--- config.mk ---
export PLATFORM = sky130hd
export DESIGN_NAME = mips_timer
export DESIGN_NICKNAME = d
export VERILOG_FILES = /design/src/rtl/mips_timer.sv
export SDC_FILE = /design/constraint.sdc
export NUM_CORES = 1
export LEC_CHECK = 0
export ABC_AREA = 1
export CAP_MARGIN = 20
export CORE_MARGIN = 5
export CORE_UTILIZATION = 54
export DETAILED_ROUTE_END_ITERATION = 16
export GPL_TIMING_DRIVEN = 0
export PLACE_DENSITY = 0.81
export SLEW_MARGIN = 20
export SYNTH_ARGS = -nofsm -noshare
export SYNTH_HDL_FRONTEND = slang
export SYNTH_SLANG_ARGS = --single-unit
--- constraint.sdc ---
create_clock -name clk -period 1.8 [get_ports clk]
set_input_delay 0.54 -clock clk [delete_from_list [all_inputs] [get_ports clk]]
set_output_delay 0.54 -clock clk [all_outputs]
set_load 0.01 [all_outputs]
--- src/rtl/mips_timer.sv ---
// Countdown timer slave on the CPU peripheral bus (CTRL/PRESET/COUNT), raising IRQ on expiry; prescaler under `TIMER_PRESCALE_EN.
// Latency: reads combinational; writes take effect at the next clk edge; IRQ asserts P+2 edges after enabling (P*PRESCALE_DIV+2 when prescaled).
// Backpressure: none; the bus never stalls, and every write is accepted in the cycle it is strobed.
module mips_timer #(
    parameter int unsigned PRESCALE_DIV = 4
) (
    input  logic        clk,
    input  logic        reset,
    input  logic [1:0]  Addr,
    input  logic        We,
    input  logic [31:0] DIn,
    output logic [31:0] DOut,
    output logic        IRQ
);

    typedef enum logic [1:0] {IDLE, LOAD, CNT, INT} state_t;

    state_t      state, state_nxt;
    logic [3:0]  ctrl;
    logic [31:0] preset;
    logic [31:0] count, count_nxt;
    logic        pending;
    logic        pend_set, pend_clr, en_clr;
    logic        step;
    logic        wr_ctrl, wr_preset, auto_reload;

    assign wr_ctrl     = We && (Addr == 2'b00);
    assign wr_preset   = We && (Addr == 2'b01);
    assign auto_reload = (ctrl[2:1] == 2'b01);

`ifdef TIMER_PRESCALE_EN
    localparam logic [15:0] DIV_M1 = 16'(PRESCALE_DIV - 1);

    logic [15:0] presc, presc_nxt;

    assign step = (presc == DIV_M1);

    always_comb begin
        presc_nxt = presc;
        if (state == LOAD)
            presc_nxt = '0;
        else if (state == CNT && ctrl[0])
            presc_nxt = step ? '0 : presc + 16'd1;
    end

    always_ff @(posedge clk or negedge reset) begin
        if (!reset)
            presc <= '0;
        else
            presc <= presc_nxt;
    end
`else
    logic [15:0] unused_div;

    assign unused_div = 16'(PRESCALE_DIV);
    assign step       = 1'b1;
`endif

    always_comb begin
        state_nxt = state;
        count_nxt = count;
        pend_set  = 1'b0;
        pend_clr  = 1'b0;
        en_clr    = 1'b0;
        case (state)
            IDLE: begin
                if (ctrl[0])
                    state_nxt = LOAD;
            end
            LOAD: begin
                count_nxt = preset;
                state_nxt = CNT;
            end
            CNT: begin
                if (!ctrl[0]) begin
                    state_nxt = IDLE;
                end else if (step) begin
                    // Terminal at 1 or 0 so a zero PRESET never wraps COUNT.
                    if (count > 32'd1) begin
                        count_nxt = count - 32'd1;
                    end else begin
                        count_nxt = '0;
                        pend_set  = 1'b1;
                        state_nxt = INT;
                    end
                end
            end
            INT: begin
                if (auto_reload) begin
                    pend_clr  = 1'b1;
                    state_nxt = LOAD;
                end else begin
                    en_clr    = 1'b1;
                    state_nxt = IDLE;
                end
            end
            default: state_nxt = IDLE;
        endcase
    end

    always_ff @(posedge clk or negedge reset) begin
        if (!reset) begin
            state   <= IDLE;
            ctrl    <= '0;
            preset  <= '0;
            count   <= '0;
            pending <= 1'b0;
        end else begin
            state <= state_nxt;
            count <= count_nxt;
            // A CPU write to CTRL overrides the one-shot Enable clear.
            if (wr_ctrl)
                ctrl <= DIn[3:0];
            else if (en_clr)
                ctrl[0] <= 1'b0;
            if (wr_preset)
                preset <= DIn;
            // Setting wins over a coincident bus clear so no interrupt is lost.
            if (pend_set)
                pending <= 1'b1;
            else if (wr_ctrl || wr_preset || pend_clr)
                pending <= 1'b0;
        end
    end

    always_comb begin
        DOut = '0;
        case (Addr)
            2'b00:   DOut = {28'b0, ctrl};
            2'b01:   DOut = preset;
            2'b10:   DOut = count;
            default: DOut = '0;
        endcase
    end

    assign IRQ = ctrl[3] & pending;

endmodule

### Word-level counts from Yosys, hierarchy flattened

Index checks and enable logic that the tools add are counted.
Widths: inputs -> output; s select.

* add/subtract/negate cells: 1
* reduce and logical (&&, ||, !) cells: 11
* equality and inequality tests: 9
* $lt $le $gt $ge: 1
* bitwise logic cells: 1
* muxes and demuxes: 20

Operators with widths (number)
* $pmux 32 s3: 1
* $mux 32: 2
* $pmux 32 s2: 1
* $gt 32x1->1 const B: 1
* $sub 32x1->32 const B: 1
* $mux 1: 12
* $pmux 2 s4: 1
* $eq 2x1->1 const B: 3
* $eq 2x2->1 const B: 3
* $mux 2: 3
* $reduce_bool 2->1: 3
* $logic_not 2->1: 2
* $ne 2x2->1 const B: 2
* $reduce_and 2->1: 2
* $ne 3x3->1 const B: 1
* $logic_and 1x1->1: 2
* $logic_or 1x1->1: 2
* $and 1x1->1: 1

* bits in registers: 71
* output and inout bits: 33
* bits of input ports: 37
* word-level logic and storage cells: 49

### Depth between registers and ports, before layout

* depth after elaboration: 6
* depth in mapped cells: 10

### Worst setup path before layout

No wires, ideal clock.

* path type: input port to output port
* start: in Addr[0]
* end: out DOut[0]
* slack: 0.024 ns
* data arrival time: 1.236 ns
* required time: 1.260 ns
* path buffers: 1
* stages on the path: 5
* cell sequence: inv_1 > nor2_2 > clkbuf_1 > nand2_1 > o211ai_1

* word-level cells in the longest chain between the ends: 2

Ends and longest elaborated chain
* start: declaration: RTL line 9 `input logic [1:0] Addr,`
* $eq 2x2->1, or another cell as far along: RTL line 128 `case (Addr)`
* $pmux 32 s3 *: RTL line 128
* end: declaration: RTL line 12 `output logic [31:0] DOut,`

Mark *: on every way between the ends. The rest lies on a longest branch, timed or not.

### Final worst setup path

* start: in Addr[1]
* end: out DOut[14]

The elaborated chain is that of the path after synthesis.

==> results.toml <==
[finish]
final_layout_size_suffix_gt1_share_pct = 20.7
syn2layout_area_growth_pct = 29.1
multi_input_area_um2 = 2340
final_cell_mix = "nand2_1 (149), nor2_1 (86), dfrtp_1 (70)"
design_area_um2 = 5580
nets = 719
antenna_cells = 0
fill_cells = 650
final_common_cell = "nand2_1"
seqCellArea_um2 = 1780

[detailed_routing]
drtAntennaViolNets = 0
routed_wl_um = 12900
dr.pass1.iters = 7
vias = 4331
avgViaCountPerCell = 5.50
wire_per_inst_um = 16.4
first_iter_violations = 299
remaining_drc_errors = 0

[timing]
hold_viol_final = 0
rsz0062_at_grt = "true"
min_period_ns = 1.95
fmax_ghz = 0.512
setup_violations = 32
tightest_slew_ns = 0.490
slew_viol_final = 0
fin_crit_sh_pct = 108
relSlewSlack_pct = 67.4
layout_setup_ws_ns = -0.153
finClkSkew_ns = 0.00710

[global_routing]
antenna_found_initial = 0
grt_pass1_wl_um = 21100
grt_max_degree = 37
grt-ovfl-total = 0
grt.total_usage_pct = 26.8
grt_pass1_vias = 4210

[critical_path]
max_stage_delay_ns = 0.14
required_ns = 1.26
cpMaxStageDelayCell = "clkbuf_16"
crit_type = "input pin to output pin"
crit_chain = "buf_8 > nor2_4 > buf_6 > clkbuf_16 > buf_12 > nand2_1 > o21ai_1 > buf_2"
rrSetupSlack_ns = 0.10
setup.worst_path.start_class = "input pin"
crit_arrival_ns = 1.41
cp_top_family = "buffers and inverters"
worstPathMaxFanout = 5
path_buf_inv = 5
end_kind = "output pin"

[power_and_ir_drop]
p_clk_share_pct = 19.5
irDropWorstVdd_uv = 714
switching_share_pct = 43.1
p_comb_share_pct = 42.3
p_int_w = 0.00419
p_per_area_nw_per_um2 = 1320
power_w = 0.00736
p_seq_share_pct = 38.2
p_leak_nw = 2.56
p_switching_w = 0.00317

[die]
core-area_um2 = 7770
fp.dieArea_um2 = 9890
ios = 70
initial_utilization_pct = 55.6
chipHeight_um = 99.4
die_w_um = 99.4
rows = 32

[cts]
insertion_delay_ns = 0.34
cts_htree_levels = 3
tritoncts = "built"
cts_made_buffers = 9
path_clk_slew_ns = 0.07
clk_path_buf_depth = 2
cts_hold_buf = 0
clock_sinks = 71
cts-root-buf = "clkbuf_8"

[flow_run]
cap_viol_max_count = 0

[placement]
port_buffers = 69
dpl_cell_area_um2 = 5160
dp_hpwl_um = 9250
place.gp.congestion = 0.947

[run_status]
failed_checks = "setup timing"
status = "finished with violations"

[yosys]
synth_fp_nets = 623
synth_cell_types = 26
ys_seq_area_share_pct = 41.1
ys_ff_latch = 71
yosys.area.top_type_share_pct = 41.1
syn_area_per_cell_um2 = 7.40
netlist_area_um2 = 4320
ys.warnings.count = 0
yosysTopAreaCell = "dfrtp_1"
yosys-top-cells-area = "dfrtp_1 (41%), nand2_1 (14%), o21ai_0 (8.9%), nor2_1 (7.7%), mux2_2 (4.4%)"
synthCells = 584

[hold_path]
hp-class = "input pin to asynchronous set/reset pin"
synth_stat cells (all sizes together):
| master | count |
|---|---|
| a21oi | 32 |
| buf | 7 |
| o31ai | 1 |
| nor2 | 102 |
| ha | 2 |
| mux2 | 28 |
| clkbuf | 14 |
| nand4 | 6 |
| nand2 | 161 |
| xor2 | 14 |
| nand3 | 10 |
| o211ai | 4 |
| dfrtp | 71 |
| inv | 53 |
| o21ai | 77 |
| o311ai | 1 |
| a22oi | 1 |
worst register-to-register path: cells and delay by family (launching register included):
family           cells  cell delay, ns
AO/OA/AOI/OAI        2            0.26
flip-flops           1            0.45
AND/OR/NAND/NOR      6            0.89
path summary, 6_finish.rpt:
check | startpoint | end | depth (start not counted)
setup reg to reg | count[2] | count[25] | 8
setup / recovery | Addr[1] | DOut[14] | 8
max in group asynchronous | reset | count[18] | 2
min in group clk | preset[9] | preset[9] | 1
hold / removal | reset | ctrl[3] | 1
hold reg to reg | preset[9] | preset[9] | 1
metrics by stage:
| step | setup WS [ns] | hold slack (ns) | util, % | setup TNS (ns) | cells |
|---|---|---|---|---|---|
| after global routing | -0.189 | 0.185 | 71.8 | -4.27 | 787 |
| after detailed placement | -1.47 | 0.507 | 66.4 | -59.29 | 756 |
| after CTS | -0.186 | 0.156 | 70.1 | -2.55 | 779 |
| final | -0.153 | 0.145 | 71.8 | -2.74 | 787 |
| after global placement | -2.30 | 0.498 | 66.2 | -218.54 | 755 |
| after floorplan | 0.0235 | 0.244 | - | 0 | 584 |
state kept, by name (all words and copies together) (netlist names):
register	count
pending	1
count	32
state	2
ctrl	4
preset	32
layout make-up:
cell class | instances | share of cell area [%]
buffer | 20 | 3.66
clock buffer | 11 | 2.53
multi-input combinational | 439 | 42.0
inverter | 53 | 3.66
clock inverter | 5 | 1.46
sequential | 71 | 31.9
timing repair buffer | 86 | 12.6
tap | 102 | 2.29
routing by layer:
metal	global-route usage, %	part of all wire, %	up-vias
met5	0	0	-
met4	9.14	2.3	0
met3	4.70	8.5	34
met2	44.8	48	205
met1	35.2	42	2018
li1	-	-	2074
timing repair:
| item | 4_1_cts | 5_1_grt |
|---|---|---|
| gates resized for setup | 203 | 28 |
| cloned | 0 | 0 |
| buffers inserted | 7 | 9 |
| endpoints found under the setup margin | 88 | 67 |
| pin swaps | 3 | 4 |
logic make-up after synthesis:
family / after synthesis / synth area share, %
xor gates and xnor gates: 14 / 2.84
and+or+nand+nor: 279 / 27.1
adders and majority gates: 2 / 0.579
DFF: 71 / 41.1
muxes: 28 / 7.30
AOI/OAI and AO/OA: 116 / 14.0
buffers and inverters: 74 / 7.04
power by group through the flow:
stage | clock network [W] | logic, W | registers [W]
final | 0.00143 | 0.00311 | 0.00281
after global routing | 0.00152 | 0.00347 | 0.00289
after CTS | 0.00145 | 0.00295 | 0.00277
after detailed placement | 0 | 0.00298 | 0.00279
after global placement | 0 | 0.00287 | 0.00277
after floorplan | 0 | 0.00207 | 0.00262
(Power assumes the default switching activity.)
==> variant 1: new RTL, same settings <==
The option `TIMER_PRESCALE_EN` is turned on by a define.
--- a/src/rtl/mips_timer.sv
+++ b/src/rtl/mips_timer.sv
@@ -2,4 +2,6 @@
 // Latency: reads combinational; writes take effect at the next clk edge; IRQ asserts P+2 edges after enabling (P*PRESCALE_DIV+2 when prescaled).
 // Backpressure: none; the bus never stalls, and every write is accepted in the cycle it is strobed.
+`define TIMER_PRESCALE_EN
+
 module mips_timer #(
     parameter int unsigned PRESCALE_DIV = 4
Check against the original RTL: not equivalent (Yosys sat finds a counterexample within 10 cycles, from zero or initial values and one cycle with reset low).
==> variant 1 against the unedited design <==
Utilization grew 1.8 points; area after synthesis grew 26%; highest routed layer unchanged; wire length grew 43%; sequential cell count grew 16; cell area grew 30%; first-iteration DRC count grew 110%; setup slack gained 0.0056 ns; critical path type unchanged; fmax grew 0.29%; largest cell class unchanged; the flow still finishes with violations (negative setup slack); power grew 9.5%.
==> variant 1: results <==
{
  "run_status": "complete, but fails checks",
  "violations_in_the_final_reports": "negative setup slack",
  "n_antenna_cell": 0,
  "total_leakage_power_nw": 3.36,
  "clock_tree.buffer_depth": 2,
  "place.detailed.hpwl_mm": 12.6,
  "r2r_start": "presc[0]$_DFFE_PN0P_",
  "synth-xor-area-share_pct": 2.25,
  "post_route_clock_skew_ns": 0.0158,
  "placement.setup.worst_slack_ns": -1.51,
  "grt_max_degree": 50,
  "synth-compound-area-share_pct": 12.8,
  "synth_nets": 827,
  "synthTopCellsByArea": "dfrtp_1 (40%), nor2_1 (14%), nand2_1 (10%)",
  "clk_pin_slew_worst_paths_ns": 0.10,
  "synth_async_sr_flop_share_pct": 100,
  "reg2reg_depth": 8,
  "synth.area.mux_share_pct": 0.825,
  "max_slew_margin_pct": 54.5,
  "largest_registers_in_the_final_layout": "count: 32 flops, preset: 32 flops, presc: 16 flops",
  "slowest_delay_ns": 0.20,
  "drt_pre_antenna_iters": 8,
  "num-nets-final": 931,
  "place.port_buffers": 69,
  "synth_commonest_cells": "nor2_1 (199), nand2_1 (151), inv_1 (102)",
  "worst_hold_path_type": "primary input to asynchronous set/reset pin",
  "worstPathArrival_ns": 1.41,
  "timing.critical_path.fanout_max": 6,
  "vias_per_cell": 5.63,
  "wirelength_met1_mm": 7.60,
  "critPathLaunch": "Addr[0]",
  "timing.final.setup_violations": 32,
  "maxUsedRoutingLayer": "met4",
  "gp_congestion": 0.970,
  "postLayoutSetupSlackWorst_ns": -0.147,
  "clock_tree.root_cell": "clkbuf_8",
  "drt-wirelength-per-cell_um": 18.0,
  "cts_max_level": 3,
  "grtUsageTotal_pct": 29.2,
  "drive_gt1_share_pct": 22.7,
  "yosysUniqueCellTypes": 37,
  "numCtsBuffers": 9,
  "globalRoute.totalOverflow": 0,
  "post_synthesis_adder_cell_area_fraction_pct": 0.688,
  "timing.critical_path.slowest_stage_cell": "o221ai_4",
  "dr_wl_met2_mm": 9.04,
  "wire_length_on_met3_mm": 1.50,
  "worst_ir_drop_vdd_v": 0.00100,
  "drt_first_iter_violations": 613,
  "grt_pass1_wl_mm": 28.9,
  "grt_antenna_before_repair": 0,
  "grt_pass1_vias": 5593,
  "worstSkewPairLatency_ns": 0.40,
  "cts_tree": "done",
  "synth_seq_area_share_pct": 39.9,
  "synthesis.yosys.warnings": 0
}
[variant 1: changes by cell type after synthesis, moves of 8 or more]
cell     unedited run  this run
nor2_1             89       199
inv_1              50       102
o21ai_0            77        25
o22ai_1             0        27
dfrtp_1            71        87
nand3_1             9        25
a21oi_1            32        45
mux2_2             17         4
mux2_1             11         0
a21oi_2             0        10
nand3_2             1         9
[variant 1: path summary, 6_finish.rpt]
kind / end / slack, ns
setup reg to reg: count[30]$_DFFE_PN0P_ / 0.02
min in group clk: preset[0]$_DFFE_PN0P_ / 0.50
setup / recovery: DOut[1] / -0.15
hold / removal: preset[0]$_DFFE_PN0P_ / 0.19
hold reg to reg: preset[0]$_DFFE_PN0P_ / 0.50
max in group asynchronous: count[8]$_DFFE_PN0P_ / 0.95
[variant 1: final cells by class]
cell class / count / area (um2)
repair buffers: 92 / 872
repair inverters: 1 / 6.26
fillers: 802 / 2590
flip-flops and latches: 87 / 2180
inverters: 106 / 413
clock buffers: 9 / 124
multi-input cells: 568 / 3150
clock inverters: 7 / 80.1
plain buffers: 26 / 238
well taps: 133 / 166
[variant 1: layer usage]
metal,global-route usage (%),up-vias
met1,38.8,2767
met5,0,-
met2,48.1,277
met4,9.93,0
met3,5.36,31
li1,-,2715
[variant 1: critical path: cells and delay by family]
family	cells	cell delay (ns)
compound gates	1	0.20
simple gates	1	0.07
buf+inv	5	0.58
[variant 1: kinds of logic after synthesis]
logic type	after synthesis
fa+ha+maj	3
mux	4
xor+xnor	14
flops	87
simple gates	427
buf+inv	132
compound gates	120
[variant 1: report_power, final]
| group | switching (mW) | leakage (nW) | total, mW | internal, mW |
|---|---|---|---|---|
| Combinational | 2.16 | 2.28 | 3.53 | 1.37 |
| Sequential | 0.605 | 0.973 | 3.06 | 2.45 |
| Clock | 0.812 | 0.102 | 1.47 | 0.658 |
[variant 1: repair_timing]
| action | CTS | global route |
|---|---|---|
| gates resized for setup | 221 | 64 |
| pin swaps | 4 | 10 |
| gates cloned | 3 | 2 |
| buffers inserted | 13 | 6 |
| hold buffers | 0 | 0 |
| setup endpoints to repair | 88 | 95 |
[variant 1: metrics by stage]
stage	utilization [%]	instances	instance area (um2)	TNS, ns
2_1_floorplan	-	787	5460	-0.214
3_3_place_gp	64.3	989	6310	-326.97
3_5_place_dp	64.5	990	6330	-60.74
4_1_cts	69.9	1022	6860	-2.61
5_1_grt	73.7	1029	7230	-4.42
6_report	73.7	1029	7230	-3.42
==> variant 2: new RTL, same settings <==
Without the edit above. Register the output `DOut`, without a reset; this adds one clock of latency there. The other outputs are not delayed to match.
--- a/src/rtl/mips_timer.sv
+++ b/src/rtl/mips_timer.sv
@@ -15,4 +15,6 @@
 
     typedef enum logic [1:0] {IDLE, LOAD, CNT, INT} state_t;
+
+    logic [31:0] DOut_d;
 
     state_t      state, state_nxt;
@@ -125,10 +127,10 @@
 
     always_comb begin
-        DOut = '0;
+        DOut_d = '0;
         case (Addr)
-            2'b00:   DOut = {28'b0, ctrl};
-            2'b01:   DOut = preset;
-            2'b10:   DOut = count;
-            default: DOut = '0;
+            2'b00:   DOut_d = {28'b0, ctrl};
+            2'b01:   DOut_d = preset;
+            2'b10:   DOut_d = count;
+            default: DOut_d = '0;
         endcase
     end
@@ -136,4 +138,8 @@
     assign IRQ = ctrl[3] & pending;
 
+    always_ff @(posedge clk) begin
+        DOut <= DOut_d;
+    end
+
 endmodule
 
Function: changed (Yosys sat finds a counterexample within 4 cycles, from zero or initial values and one cycle with reset low).
==> variant 2 against the unedited design <==
Setup slack improved by 0.18 ns; area after synthesis increased by 19%; register-to-register slack got worse by 0.07 ns; sequential cell count increased by 32; cell area increased by 18%; die area increased by 17%; via count increased by 8.2%; synthesized cell count increased by 6.3%; non-clock buffer count increased by 2; combinational power increased by 21%; clock skew increased by 0.0086 ns; wire length increased by 18%; power increased by 23%; largest cell class unchanged; largest power group unchanged.
==> variant 2: results <==
{
  "nNonClkInverters": 69,
  "total_leakage_power_nw": 3.15,
  "worst_ir_drop_vdd_v": 0.00115,
  "area.sequential_mm2": 0.00242,
  "core.rowCount": 35,
  "timing.critical_path.slowest_stage_cell": "dfrtp_1",
  "max_slew.worst_pin.slew_ns": 0.677,
  "synth_async_sr_flop_share_pct": 68.9,
  "grt_use_met2_pct": 42.7,
  "worstPathArrival_ns": 2.08,
  "n_all_buffers": 108,
  "seq_power_mw": 3.73,
  "worstSetupEndpoint": "count[15]$_DFFE_PN0P_",
  "slowest_delay_ns": 0.42,
  "synth_nets": 660,
  "p_seq_share_pct": 41.0,
  "grt_util_met3_pct": 5.52,
  "postSynthCellCount": 621,
  "synth_seq_area_share_pct": 47.0,
  "power.switching_fraction_pct": 40.9,
  "wire_length_on_met3_mm": 1.13,
  "run_status": "complete, no violations",
  "power.clock.fraction_pct": 17.5,
  "grt_pass1_vias": 4568,
  "synthTopCellsByArea": "dfrtp_1 (35%), dfxtp_1 (12%), nand2_1 (9.0%)",
  "synth.area.mux_share_pct": 4.82,
  "reg2reg_depth": 11,
  "num-nets-final": 757,
  "drt_first_iter_violations": 349
}
==> variant 2: changes by cell type after synthesis, moves of 5 or more <==
cell,unedited run,this run
o21ai_0,77,60
xor2_1,14,8
nand2_2,3,8
nand3_2,1,19
inv_1,50,68
nand3_1,9,17
mux2_2,17,22
nand2_1,158,123
nor2_1,89,80
mux2_1,11,0
dfxtp_1,0,32
o22ai_1,0,6
a22oi_1,0,8
o21ai_1,0,5
==> variant 2: worst register-to-register path, stage by stage, from the launching register on <==
cell and delay [ns]:
dfrtp_1 0.42, buf_6 0.13, ha_4 0.15, o21ai_2 0.14, nor2_2 0.05, nand2_2 0.12
nor2_8 0.05, nor2_8 0.19, buf_12 0.14, buf_16 0.12, nand3_2 0.07, a21oi_2 0.12
==> variant 2: cells by family after synthesis <==
family          Yosys count
simple gates            272
compound gates          123
flops                   103
buf+inv                  91
mux                      22
xor+xnor                  8
fa+ha+maj                 2
